--- src/rtl/nibble_ser_pkg.sv ---
// Shared constants for the nibble serializer: state encoding, frame length and counter width.
// NIBBLE_SERIALIZER_PARITY_EN adds a trailing even-parity cycle to every frame.
package nibble_ser_pkg;

  localparam int WIDTH_DEF = 4;
  localparam int WIDTH_MAX = 16;

`ifdef NIBBLE_SERIALIZER_PARITY_EN
  localparam bit PAR_EN = 1'b1;
`else
  localparam bit PAR_EN = 1'b0;
`endif

  typedef enum logic {
    ST_IDLE  = 1'b0,
    ST_SHIFT = 1'b1
  } state_t;

  function automatic int frame_len(input int w);
    return PAR_EN ? w + 1 : w;
  endfunction

  localparam int FRAME_LEN = frame_len(WIDTH_DEF);
  // Sized for the widest legal word so the counter never needs resizing per instance.
  localparam int CNT_W = $clog2(frame_len(WIDTH_MAX));

endpackage

--- src/rtl/sn_shift_reg.sv ---
// Parallel-load, shift-left register; the top bit is the registered serial output.
module sn_shift_reg #(
  parameter int WIDTH = 4
) (
  input  logic             clk,
  input  logic             reset,
  input  logic             load_i,
  input  logic             shift_i,
  input  logic [WIDTH-1:0] data_i,
  output logic             top_o
);

  logic [WIDTH-1:0] data_q;

  // Zero fill means the register is empty once a full frame has shifted out.
  always_ff @(posedge clk or posedge reset) begin
    if (reset) begin
      data_q <= '0;
    end else if (load_i) begin
      data_q <= data_i;
    end else if (shift_i) begin
      data_q <= {data_q[WIDTH-2:0], 1'b0};
    end
  end

  assign top_o = data_q[WIDTH-1];

endmodule

--- src/rtl/nibble_serializer.sv ---
// Serializes word pairs A/B MSB-first with frame strobes for a bit-serial comparator.
// NIBBLE_SERIALIZER_PARITY_EN appends an even-parity cycle flagged by sn_par.
module nibble_serializer
  import nibble_ser_pkg::*;
#(
  parameter int WIDTH = WIDTH_DEF
) (
  input  logic             clk,
  input  logic             reset,
  input  logic             sn_valid,
  input  logic [WIDTH-1:0] sn_a_in,
  input  logic [WIDTH-1:0] sn_b_in,
  output logic             sn_ready,
  output logic             sn_a,
  output logic             sn_b,
  output logic             sn_active,
  output logic             sn_first,
  output logic             sn_last,
  output logic             sn_par
);

  localparam int FLEN = frame_len(WIDTH);
  localparam logic [CNT_W-1:0] CNT_LOAD = CNT_W'(FLEN - 1);
  localparam logic [CNT_W-1:0] CNT_ONE  = CNT_W'(1);

  state_t           state_q;
  logic [CNT_W-1:0] cnt_q;
  logic             sn_first_q;
  logic             sn_last_q;
  logic             sn_active_q;
  logic             accept;
  logic             shift_en;
  logic [FLEN-1:0]  load_a;
  logic [FLEN-1:0]  load_b;

  // The parity bit rides in the shift register's LSB so it emerges after the data LSB.
`ifdef NIBBLE_SERIALIZER_PARITY_EN
  logic sn_par_q;
  assign load_a = {sn_a_in, ^sn_a_in};
  assign load_b = {sn_b_in, ^sn_b_in};
  assign sn_par = sn_par_q;
`else
  assign load_a = sn_a_in;
  assign load_b = sn_b_in;
  assign sn_par = 1'b0;
`endif

  // cnt_q is 0 both in IDLE and on the final cycle of a frame.
  assign sn_ready = (state_q == ST_IDLE) || (cnt_q == '0);
  assign accept   = sn_valid && sn_ready;
  assign shift_en = (state_q == ST_SHIFT) && !accept;

  always_ff @(posedge clk or posedge reset) begin
    if (reset) begin
      state_q     <= ST_IDLE;
      cnt_q       <= '0;
      sn_first_q  <= 1'b0;
      sn_last_q   <= 1'b0;
      sn_active_q <= 1'b0;
`ifdef NIBBLE_SERIALIZER_PARITY_EN
      sn_par_q    <= 1'b0;
`endif
    end else if (accept) begin
      state_q     <= ST_SHIFT;
      cnt_q       <= CNT_LOAD;
      sn_first_q  <= 1'b1;
      sn_last_q   <= 1'b0;
      sn_active_q <= 1'b1;
`ifdef NIBBLE_SERIALIZER_PARITY_EN
      sn_par_q    <= 1'b0;
`endif
    end else begin
      sn_first_q <= 1'b0;
      case (state_q)
        ST_SHIFT: begin
          if (cnt_q == '0) begin
            state_q     <= ST_IDLE;
            sn_last_q   <= 1'b0;
            sn_active_q <= 1'b0;
`ifdef NIBBLE_SERIALIZER_PARITY_EN
            sn_par_q    <= 1'b0;
`endif
          end else begin
            cnt_q     <= cnt_q - CNT_ONE;
            sn_last_q <= (cnt_q == CNT_ONE);
`ifdef NIBBLE_SERIALIZER_PARITY_EN
            sn_par_q  <= (cnt_q == CNT_ONE);
`endif
          end
        end
        default: begin
          sn_last_q   <= 1'b0;
          sn_active_q <= 1'b0;
`ifdef NIBBLE_SERIALIZER_PARITY_EN
          sn_par_q    <= 1'b0;
`endif
        end
      endcase
    end
  end

  assign sn_first  = sn_first_q;
  assign sn_last   = sn_last_q;
  assign sn_active = sn_active_q;

  sn_shift_reg #(.WIDTH(FLEN)) u_sr_a (
    .clk     (clk),
    .reset   (reset),
    .load_i  (accept),
    .shift_i (shift_en),
    .data_i  (load_a),
    .top_o   (sn_a)
  );

  sn_shift_reg #(.WIDTH(FLEN)) u_sr_b (
    .clk     (clk),
    .reset   (reset),
    .load_i  (accept),
    .shift_i (shift_en),
    .data_i  (load_b),
    .top_o   (sn_b)
  );

endmodule

--- config.mk ---
export PLATFORM = sky130hd
export DESIGN_NAME = nibble_serializer
export DESIGN_NICKNAME = d
export VERILOG_FILES = /design/src/rtl/nibble_ser_pkg.sv /design/src/rtl/sn_shift_reg.sv /design/src/rtl/nibble_serializer.sv
export SDC_FILE = /design/constraint.sdc
export NUM_CORES = 1
export LEC_CHECK = 0
export CAP_MARGIN = 20
export CORE_MARGIN = 4
export CORE_UTILIZATION = 51
export DETAILED_ROUTE_END_ITERATION = 10
export PLACE_DENSITY = 0.81
export SETUP_SLACK_MARGIN = 0.3
export SYNTH_ARGS = -nofsm -noshare
export SYNTH_HDL_FRONTEND = slang
export SYNTH_SLANG_ARGS = --single-unit
--- constraint.sdc ---
create_clock -name clk -period 4 [get_ports clk]
set_input_delay 1 -clock clk [delete_from_list [all_inputs] [get_ports clk]]
set_output_delay 1 -clock clk [all_outputs]
set_load 0.01 [all_outputs]
==> results.cfg <==
[place]
gp_congestion = 0.847
place_area_um2 = 930
dp_cells = 96
io_buffers = 16
dp_hpwl_um = 1030

[drt]
vias = 574
drtIter0Drc = 15
ant_nets = 0
via_per_inst = 5.80
wl_per_cell_um = 14.6
drt_pass1_iterations = 4
drc_errors = 0
drt-total-wl_um = 1450

[sta]
hold_viol = 0
relSlewSlack_pct = 60.1
fin_crit_ns = 3.24
setup_tns_ns = 0
setup_viol = 0
rsz0062_at_grt = false
tightest_slew_ns = 0.597
slew_violations = 0
clock.fmax_ghz = 0.309
finalCritPeriodShare_pct = 80.9
fin_skew_ns = 0.00299

[floorplanning]
io_pins = 18
die_y_um = 47.2
start_util_pct = 57.4
die-area_mm2 = 0.00223
fp.dieW_um = 47.2
rows = 13
core_mm2 = 0.00137

[layout]
antennaDiodeCount = 0
drive_gt1_share_pct = 16.7
finalNonFillerCells = 99
final_cell_mix = dfrtp_1 (16), clkdlybuf4s50_1 (16), nor2_1 (8), nand2_1 (7), a221o_2 (4)
fin_area_um2 = 952
area_growth_pct = 21.4
num-fill-cells = 109
nNetsFinal = 100

[min_path]
min_path_cells = 1
hold_path.startpoint = u_sr_b.data_q[0]
hp-class = flop to flop
hold_path_end = u_sr_b.data_q[0]

[critical_path]
worstReg2RegEnd = u_sr_b.data_q[1]
path_class = flop to output pin
endpoint_kind = output pin
crit_fanout = 6
r2r_start = cnt_q[0]
reg2reg_depth = 5
startpoint_type = flop
r2r_slack_ns = 2.19
worst_ep_required_time_ns = 3.00
cp_data_arrival_time_ns = 2.24

[clock_network]
clockRootBuffer = clkbuf_4
cts_tree = yes
cts.repair.resized = 0
clkLatencyLatePin_ns = 0.28
cts.clk_slew.worst_paths_ns = 0.08
clk_path_buf_depth = 2
post_cts_buffers = 0
htreeDepth = 1
cts.sinks = 16
ctsHoldBuffers = 0
numCtsBuffers = 3

[global_route]
grt_max_degree = 17
antenna_found_initial = 0
grt_pass1_vias = 529
grt.total_usage_pct = 14.6
grt_overflow = 0
grt_pass1_wl_um = 2290

[synthesis]
ys.warnings.count = 0
synth_area_um2 = 785
synth_area_per_cell_um2 = 11.4
synth_cell_types = 28
synth_nets = 83
synth_cells = 69
seq_area_frac_synth_pct = 51.0
synth_seq_cells = 16

[run_status]
status = complete, no violations

[power_and_ir_drop]
p_per_area_mw_per_mm2 = 647
leakagePower_nw = 0.439
peakVddDrop_uv = 469
p_total_uw = 616

[run]
cap_violations = 0
-- cell usage after synthesis, drive strengths merged --
| library cell | count | area share, % |
|---|---|---|
| dfrtp | 16 | 51 |
| nor2 | 8 | 3.8 |
| nand2 | 7 | 3.3 |
| a221o | 6 | 8.3 |
| a22o | 3 | 3.7 |
| buf | 3 | 3.8 |
| ha | 3 | 4.8 |
| inv | 3 | 1.4 |
| nand2b | 3 | 2.4 |
| nand3 | 2 | 1.3 |
| or3b | 2 | 2.2 |
| a211oi | 1 | 0.96 |
| a21boi | 1 | 2.4 |
| a31o | 1 | 1.1 |
| a31oi | 1 | 0.80 |
| and2b | 1 | 1.1 |
| and4bb | 1 | 1.6 |
| clkbuf | 1 | 0.48 |
| conb | 1 | 0.48 |
| mux2i | 1 | 1.3 |
| nor4 | 1 | 0.80 |
| nor4b | 1 | 1.1 |
| o21ai | 1 | 0.64 |
| o311ai | 1 | 1.1 |
-- where the power goes --
part           internal [mW]  switching [mW]  total, mW
clock                 0.0349          0.0450     0.0799
sequential             0.222          0.0630      0.285
combinational          0.143           0.109      0.251
total                  0.400           0.217      0.616
-- layout make-up --
| type | instances | area (um2) | share of cell area [%] |
|---|---|---|---|
| clock buffer | 3 | 22.5 | 2.37 |
| timing repair buffer | 16 | 160 | 16.8 |
| multi-input combinational | 46 | 339 | 35.6 |
| inverter | 3 | 11.3 | 1.18 |
| tap | 15 | 18.8 | 1.97 |
| sequential | 16 | 400 | 42.0 |
-- metal layers --
metal | up-vias | wire length, um | global-route usage, %
met5 | - | 0 | 0
met3 | 2 | 86 | 3.45
li1 | 275 | - | -
met1 | 274 | 638 | 20.2
met2 | 23 | 702 | 22.5
met4 | 0 | 23 | 4.97
-- worst max-delay path by stage --
| stage | startpoint | end | slack, ns |
|---|---|---|---|
| 2_1_floorplan | cnt_q[0] | sn_ready | 1.71 |
| 3_3_place_gp | cnt_q[0] | sn_ready | 1.13 |
| 3_5_place_dp | cnt_q[0] | sn_ready | 1.07 |
| 4_1_cts | cnt_q[0] | sn_ready | 0.76 |
| 5_1_grt | cnt_q[0] | sn_ready | 0.63 |
| 6_report | cnt_q[0] | sn_ready | 0.76 |
-- logic make-up after synthesis --
kind of cell	synth area share, %
AND/OR/NAND/NOR	17.7
flip-flops	51.0
AO/OA/AOI/OAI	19.0
buffers and inverters	5.74
adder cells (fa/ha/maj)	4.79
multiplexers	1.28
other	0.478
-- flip-flops by register name (all words and copies together), names as in the netlist --
signal / cells
cnt_q: 4
u_sr_a.data_q: 4
u_sr_b.data_q: 4
sn_active: 1
sn_first: 1
sn_last: 1
state_q: 1
-- worst max-delay path, stage by stage, from the launching register on --
cell and delay (ns):
dfrtp_1 0.44, inv_1 0.11, ha_1 0.17, or3b_1 0.48, nand2_1 0.20, clkdlybuf4s50_1 0.56
-- per-stage QoR --
stage | hold slack, ns | utilization (%) | worst slack (ns)
2_1_floorplan | 0.471 | - | 1.71
3_3_place_gp | 0.486 | 68.0 | 1.13
3_5_place_dp | 0.484 | 68.0 | 1.07
4_1_cts | 0.511 | 69.7 | 0.761
5_1_grt | 0.527 | 69.7 | 0.631
6_report | 0.507 | 69.7 | 0.764
(Power assumes the default switching activity.)
